<file path="src/rtl/rr_grant_arbiter_if.sv">
// Request/grant bundle between a group of requesters and rr_grant_arbiter.
interface rr_grant_arbiter_if #(
    parameter int unsigned NUM_REQUESTERS = 4
);
    logic [NUM_REQUESTERS-1:0] request;
    logic                      grant_done;
    logic [NUM_REQUESTERS-1:0] grant_oh;
    logic                      grant_valid;

    modport master (
        output request,
        output grant_done,
        input  grant_oh,
        input  grant_valid
    );

    modport slave (
        input  request,
        input  grant_done,
        output grant_oh,
        output grant_valid
    );
endinterface

</file>
<file path="src/rtl/rr_grant_arbiter.sv">
// Registered round-robin arbiter: a one-hot grant stays locked to its owner
// until grant_done, then re-arbitrates back-to-back with the owner masked once.
module rr_grant_arbiter #(
    parameter int unsigned NUM_REQUESTERS = 4
) (
    input  logic              clk,
    input  logic              reset_n,
    rr_grant_arbiter_if.slave bus
);
    localparam int unsigned PTR_W = (NUM_REQUESTERS > 1) ? $clog2(NUM_REQUESTERS) : 1;
    localparam logic [PTR_W-1:0] LAST = PTR_W'(NUM_REQUESTERS - 1);

    typedef enum logic {
        IDLE,
        LOCKED
    } state_t;

    state_t                    state;
    state_t                    state_next;
    logic [NUM_REQUESTERS-1:0] grant;
    logic [NUM_REQUESTERS-1:0] grant_next;
    logic [PTR_W-1:0]          ptr;
    logic [PTR_W-1:0]          ptr_next;
    logic [PTR_W-1:0]          owner;
    logic [PTR_W-1:0]          owner_wrap;

    // Two passes (bits at/above start, then any bit) give the wrapped scan
    // without computed indices.
    function automatic logic [NUM_REQUESTERS-1:0] pick(
        input logic [NUM_REQUESTERS-1:0] req,
        input logic [PTR_W-1:0]          start
    );
        logic [NUM_REQUESTERS-1:0] onehot;
        logic                      found;
        onehot = '0;
        found  = 1'b0;
        for (int unsigned j = 0; j < NUM_REQUESTERS; j++) begin
            if (!found && req[j] && (j >= 32'(start))) begin
                onehot[j] = 1'b1;
                found     = 1'b1;
            end
        end
        for (int unsigned j = 0; j < NUM_REQUESTERS; j++) begin
            if (!found && req[j]) begin
                onehot[j] = 1'b1;
                found     = 1'b1;
            end
        end
        return onehot;
    endfunction

    always_comb begin
        owner = '0;
        for (int unsigned j = 0; j < NUM_REQUESTERS; j++) begin
            if (grant[j]) begin
                owner = owner | j[PTR_W-1:0];
            end
        end
    end

    assign owner_wrap = (owner == LAST) ? '0 : owner + 1'b1;

    always_comb begin
        state_next = state;
        grant_next = grant;
        ptr_next   = ptr;
        case (state)
            IDLE: begin
                if (|bus.request) begin
                    grant_next = pick(bus.request, ptr);
                    state_next = LOCKED;
                end
            end
            LOCKED: begin
                if (bus.grant_done) begin
                    ptr_next   = owner_wrap;
                    grant_next = pick(bus.request & ~grant, owner_wrap);
                    state_next = (|grant_next) ? LOCKED : IDLE;
                end
            end
            default: begin
                state_next = IDLE;
                grant_next = '0;
            end
        endcase
    end

    always_ff @(posedge clk or negedge reset_n) begin
        if (!reset_n) begin
            state <= IDLE;
            grant <= '0;
            ptr   <= '0;
        end else begin
            state <= state_next;
            grant <= grant_next;
            ptr   <= ptr_next;
        end
    end

    assign bus.grant_oh    = grant;
    assign bus.grant_valid = (state == LOCKED);
endmodule
</file>
<file path="src/flat_wrapper.sv">
// flat-port wrapper written by rule: the top's interface ports become plain ports
module rr_grant_arbiter_flat 
#(
    parameter int unsigned NUM_REQUESTERS = 4
)
  (clk, reset_n, bus_request, bus_grant_done, bus_grant_oh, bus_grant_valid);
  rr_grant_arbiter_if #(.NUM_REQUESTERS(NUM_REQUESTERS)) bus_i ();
  input  logic clk;
  input  logic reset_n;
  input wire logic [$bits(bus_i.request)-1:0] bus_request;
  input wire logic [$bits(bus_i.grant_done)-1:0] bus_grant_done;
  output wire logic [$bits(bus_i.grant_oh)-1:0] bus_grant_oh;
  output wire logic [$bits(bus_i.grant_valid)-1:0] bus_grant_valid;
  assign bus_i.request = bus_request;
  assign bus_i.grant_done = bus_grant_done;
  assign bus_grant_oh = bus_i.grant_oh;
  assign bus_grant_valid = bus_i.grant_valid;
  rr_grant_arbiter #(.NUM_REQUESTERS(NUM_REQUESTERS)) u_core (.clk(clk), .reset_n(reset_n), .bus(bus_i));
endmodule
</file>
<file path="config.mk">
export PLATFORM = sky130hd
export DESIGN_NAME = rr_grant_arbiter_flat
export DESIGN_NICKNAME = d
export VERILOG_FILES = /design/src/rtl/rr_grant_arbiter_if.sv /design/src/rtl/rr_grant_arbiter.sv /design/src/flat_wrapper.sv
export SDC_FILE = /design/constraint.sdc
export NUM_CORES = 1
export LEC_CHECK = 0
export BUFFER_PORTS_ARGS = -buffer_cell sky130_fd_sc_hd__buf_4
export CAP_MARGIN = 20
export CORE_AREA = 3 3 42 44
export CTS_BUF_LIST = sky130_fd_sc_hd__clkbuf_8 sky130_fd_sc_hd__clkbuf_16
export DETAILED_ROUTE_END_ITERATION = 16
export DIE_AREA = 0 0 45 47
export PLACE_DENSITY = 0.66
export SKIP_LAST_GASP = 1
export SLEW_MARGIN = 10
export SYNTH_ARGS = -nofsm -noshare
export SYNTH_HDL_FRONTEND = slang
export SYNTH_SLANG_ARGS = --single-unit
</file>
<file path="constraint.sdc">
create_clock -name clk -period 4.72 [get_ports clk]
set_clock_uncertainty 0.15 [all_clocks]
set_input_delay 0.472 -clock clk [delete_from_list [all_inputs] [get_ports clk]]
set_output_delay 0.472 -clock clk [all_outputs]
set_load 0.05 [all_outputs]
</file>
==> flow_summary.ini <==
[status]
outcome = finished clean

[die]
die_h_um = 47
die_x_um = 45
num_rows = 14
core_area_um2 = 1470
start_util_pct = 42.9
ioPinCount = 12
die-area_um2 = 2120

[timing]
maxSlewViolCount = 0
finalHoldViolations = 0
fin_crit_ps = 2150
fmax_ghz = 0.465
fin_ws_ps = 2570
finalSetupViolations = 0
worstMarginPinSlew_ps = 432
rsz0062_at_grt = no
relSlewSlack_pct = 71.2
post-route-period-util_pct = 45.6
fin_setup_tns_ps = 0

[hold_path]
min_path_type = register to register
holdPathStages = 2
whs_endpoint = u_core.bus.grant_oh[0]
min-delay-start = u_core.bus.grant_oh[0]

[place]
place_inst = 95
port-buffer-count = 11
place_ws_ps = 2610
dp.final_hpwl_um = 1090
postPlaceCellArea_um2 = 702
place_congestion = 0.915

[power_and_ir_drop]
power_uw = 505
pwr_density_cell_nw_per_um2 = 667
ir_drop_mv = 0.363
p_leak_nw = 0.319

[synth]
synth-edff-count = 0
synthCells = 72
netlist-cell-type-count = 35
ys_seq_area_share_pct = 27.8
synth-async-reset-ratio_pct = 100
synth_nets = 81
synth_ff_type = dfrtp_1
ys_ff_latch = 7
ys_warn_count = 0
synth_area_um2 = 631
synth_area_per_cell_um2 = 8.76

[clock_network]
cts_buffer_depth = 2
post_cts_buffers = 0
cts.sink_count = 7
cts_made_buffers = 3
htree_levels = 1
cts_tree = done
clock_latency_ps = 230
clk_pin_slew_ps = 40
cts_root_buf = clkbuf_8

[route]
drc = 0
vias_per_cell = 6.12
dr.pass1.iters = 4
wl_um = 1470
ant_nets = 0
wl_per_cell_um = 14.7
drtIter0Drc = 7
vias = 612

[grt]
grt_pass1_vias = 556
antenna_found_initial = 0
grt_pass1_wl_um = 2440
grtUsageTotal_pct = 16.8
gr-total-overflow = 0
grt_max_degree = 11

[cells_and_area]
antennaDiodeCount = 0
nFillCells = 138
multiInputGateArea_um2 = 413
design_area_um2 = 757
fin_cells = 100
seq_area_um2 = 175
layout.nets = 94
drive_gt1_share_pct = 25.0
syn_to_final_growth_pct = 20.0

[setup_path]
worstSetupStartpointType = register
cp.required_ps = 4670
crit_type = register to register
r2r_slack_ps = 2570
crit_fanout = 5
end_kind = register
worstReg2RegEnd = u_core.bus.grant_oh[0]
worstReg2RegStart = u_core.bus.grant_oh[3]
reg2regPathDepth = 6
worstPathArrival_ps = 2100

[run]
maxCapViolations = 0
-- cell type report --
type | count | share of cell area [%]
clock buffers | 3 | 5.45
clock inverters | 1 | 0.496
inverters | 3 | 1.49
multi-input cells | 58 | 54.5
flip-flops and latches | 7 | 23.1
well taps | 16 | 2.64
repair buffers | 12 | 12.2
-- worst max-delay path, stage by stage (launching register included) --
cell and delay [ps]:
dfrtp_1 410, or2_2 340, ha_1 360, nor3b_1 340, nor2_1 120, a211oi_1 210, o21ai_0 90
-- cell families (layout without fill, tap and decap cells) --
family                   count (synthesis)  count (layout)  share of synthesized area, %
adder cells (fa/ha/maj)                  2               2                          3.97
buffers and inverters                    7              19                          6.74
flip-flops                               7               7                          27.8
AO/OA/AOI/OAI                           24              24                          27.6
multiplexers                             2               2                          5.36
AND/OR/NAND/NOR                         30              30                          28.6
-- routing by layer --
metal	routed length, um	track usage (%)	vias to the layer above
li1	-	-	296
met1	632	19.6	284
met2	666	24.6	26
met3	129	7.28	6
met4	44	12.3	0
met5	0	0	-
-- synth_stat cells (2+ instances only) --
cell      instances  area [um^2]
o21ai_0           7         35.0
nand4_1           2         12.5
nand2_1           7         26.3
nor3b_1           5         37.5
and2b_1           2         15.0
dfrtp_1           7          175
a21oi_1           2         10.0
ha_1              2         25.0
inv_1             3         11.3
nor2_1            4         15.0
nor2b_1           3         18.8
or2_2             2         12.5
o2111a_1          2         22.5
o22ai_1           2         12.5
buf_6             2         22.5
-- state kept, by name (all words and copies together) (netlist names) --
| name | flops |
|---|---|
| u_core.bus.grant_oh | 4 |
| u_core.ptr | 2 |
| u_core.bus.grant_valid | 1 |
-- worst max path at each step --
stage / startpoint / to / slack (ps) / depth (start not counted)
CTS: u_core.bus.grant_oh[3] / u_core.bus.grant_oh[0] / 2580 / 6
global placement: u_core.bus.grant_oh[3] / u_core.bus.grant_oh[1] / 2670 / 6
global route: u_core.bus.grant_oh[3] / u_core.bus.grant_oh[0] / 2400 / 6
finish: u_core.bus.grant_oh[3] / u_core.bus.grant_oh[0] / 2570 / 6
floorplan: u_core.bus.grant_oh[3] / u_core.bus.grant_oh[0] / 2530 / 6
detailed placement: u_core.bus.grant_oh[3] / u_core.bus.grant_oh[0] / 2610 / 6
-- per-stage QoR --
step / hold WS (ps) / utilization (%)
final: 372 / 51.4
after global routing: 431 / 51.4
after CTS: 373 / 51.4
after detailed placement: 142 / 47.7
after global placement: 142 / 47.7
after floorplan: 26.4 / -
-- cell usage in the layout, fill, tap and decap left out --
master,netlist,routed
a211oi_1,1,1
a211oi_2,1,1
a21oi_1,2,2
a21oi_2,1,1
a22o_1,1,1
a31oi_1,1,1
a41oi_1,1,1
and2b_1,2,2
and3b_1,1,1
and4_1,1,1
buf_4,0,11
clkbuf_8,0,3
dfrtp_1,7,7
dlygate4sd3_1,0,1
ha_1,2,2
inv_1,3,4
mux2_2,1,1
mux2i_4,1,1
nand2_1,7,7
nand3_1,1,1
nand4_1,2,2
nor2_1,4,4
nor2b_1,3,3
nor3b_1,5,5
nor4b_1,1,1
o2111a_1,2,2
o2111ai_1,1,1
o211ai_1,1,1
o21ai_0,7,7
o22ai_1,2,2
o2bb2ai_1,1,1
o311ai_0,1,1
o31ai_1,1,1
or2_2,2,2
or4_4,1,1
-- power by group --
group	switching [mW]	total [mW]	internal, mW	leakage, nW
Clock	0.0253	0.0815	0.0562	0.0269
Combinational	0.180	0.295	0.115	0.207
Sequential	0.0418	0.129	0.0867	0.0847
-- repair_timing --
| item | 4_1_cts | 5_1_grt |
|---|---|---|
| gates resized for setup | 0 | 0 |
| hold endpoints to repair | 7 | 0 |
| hold buffers | 1 | 0 |
(Power assumes the default switching activity.)
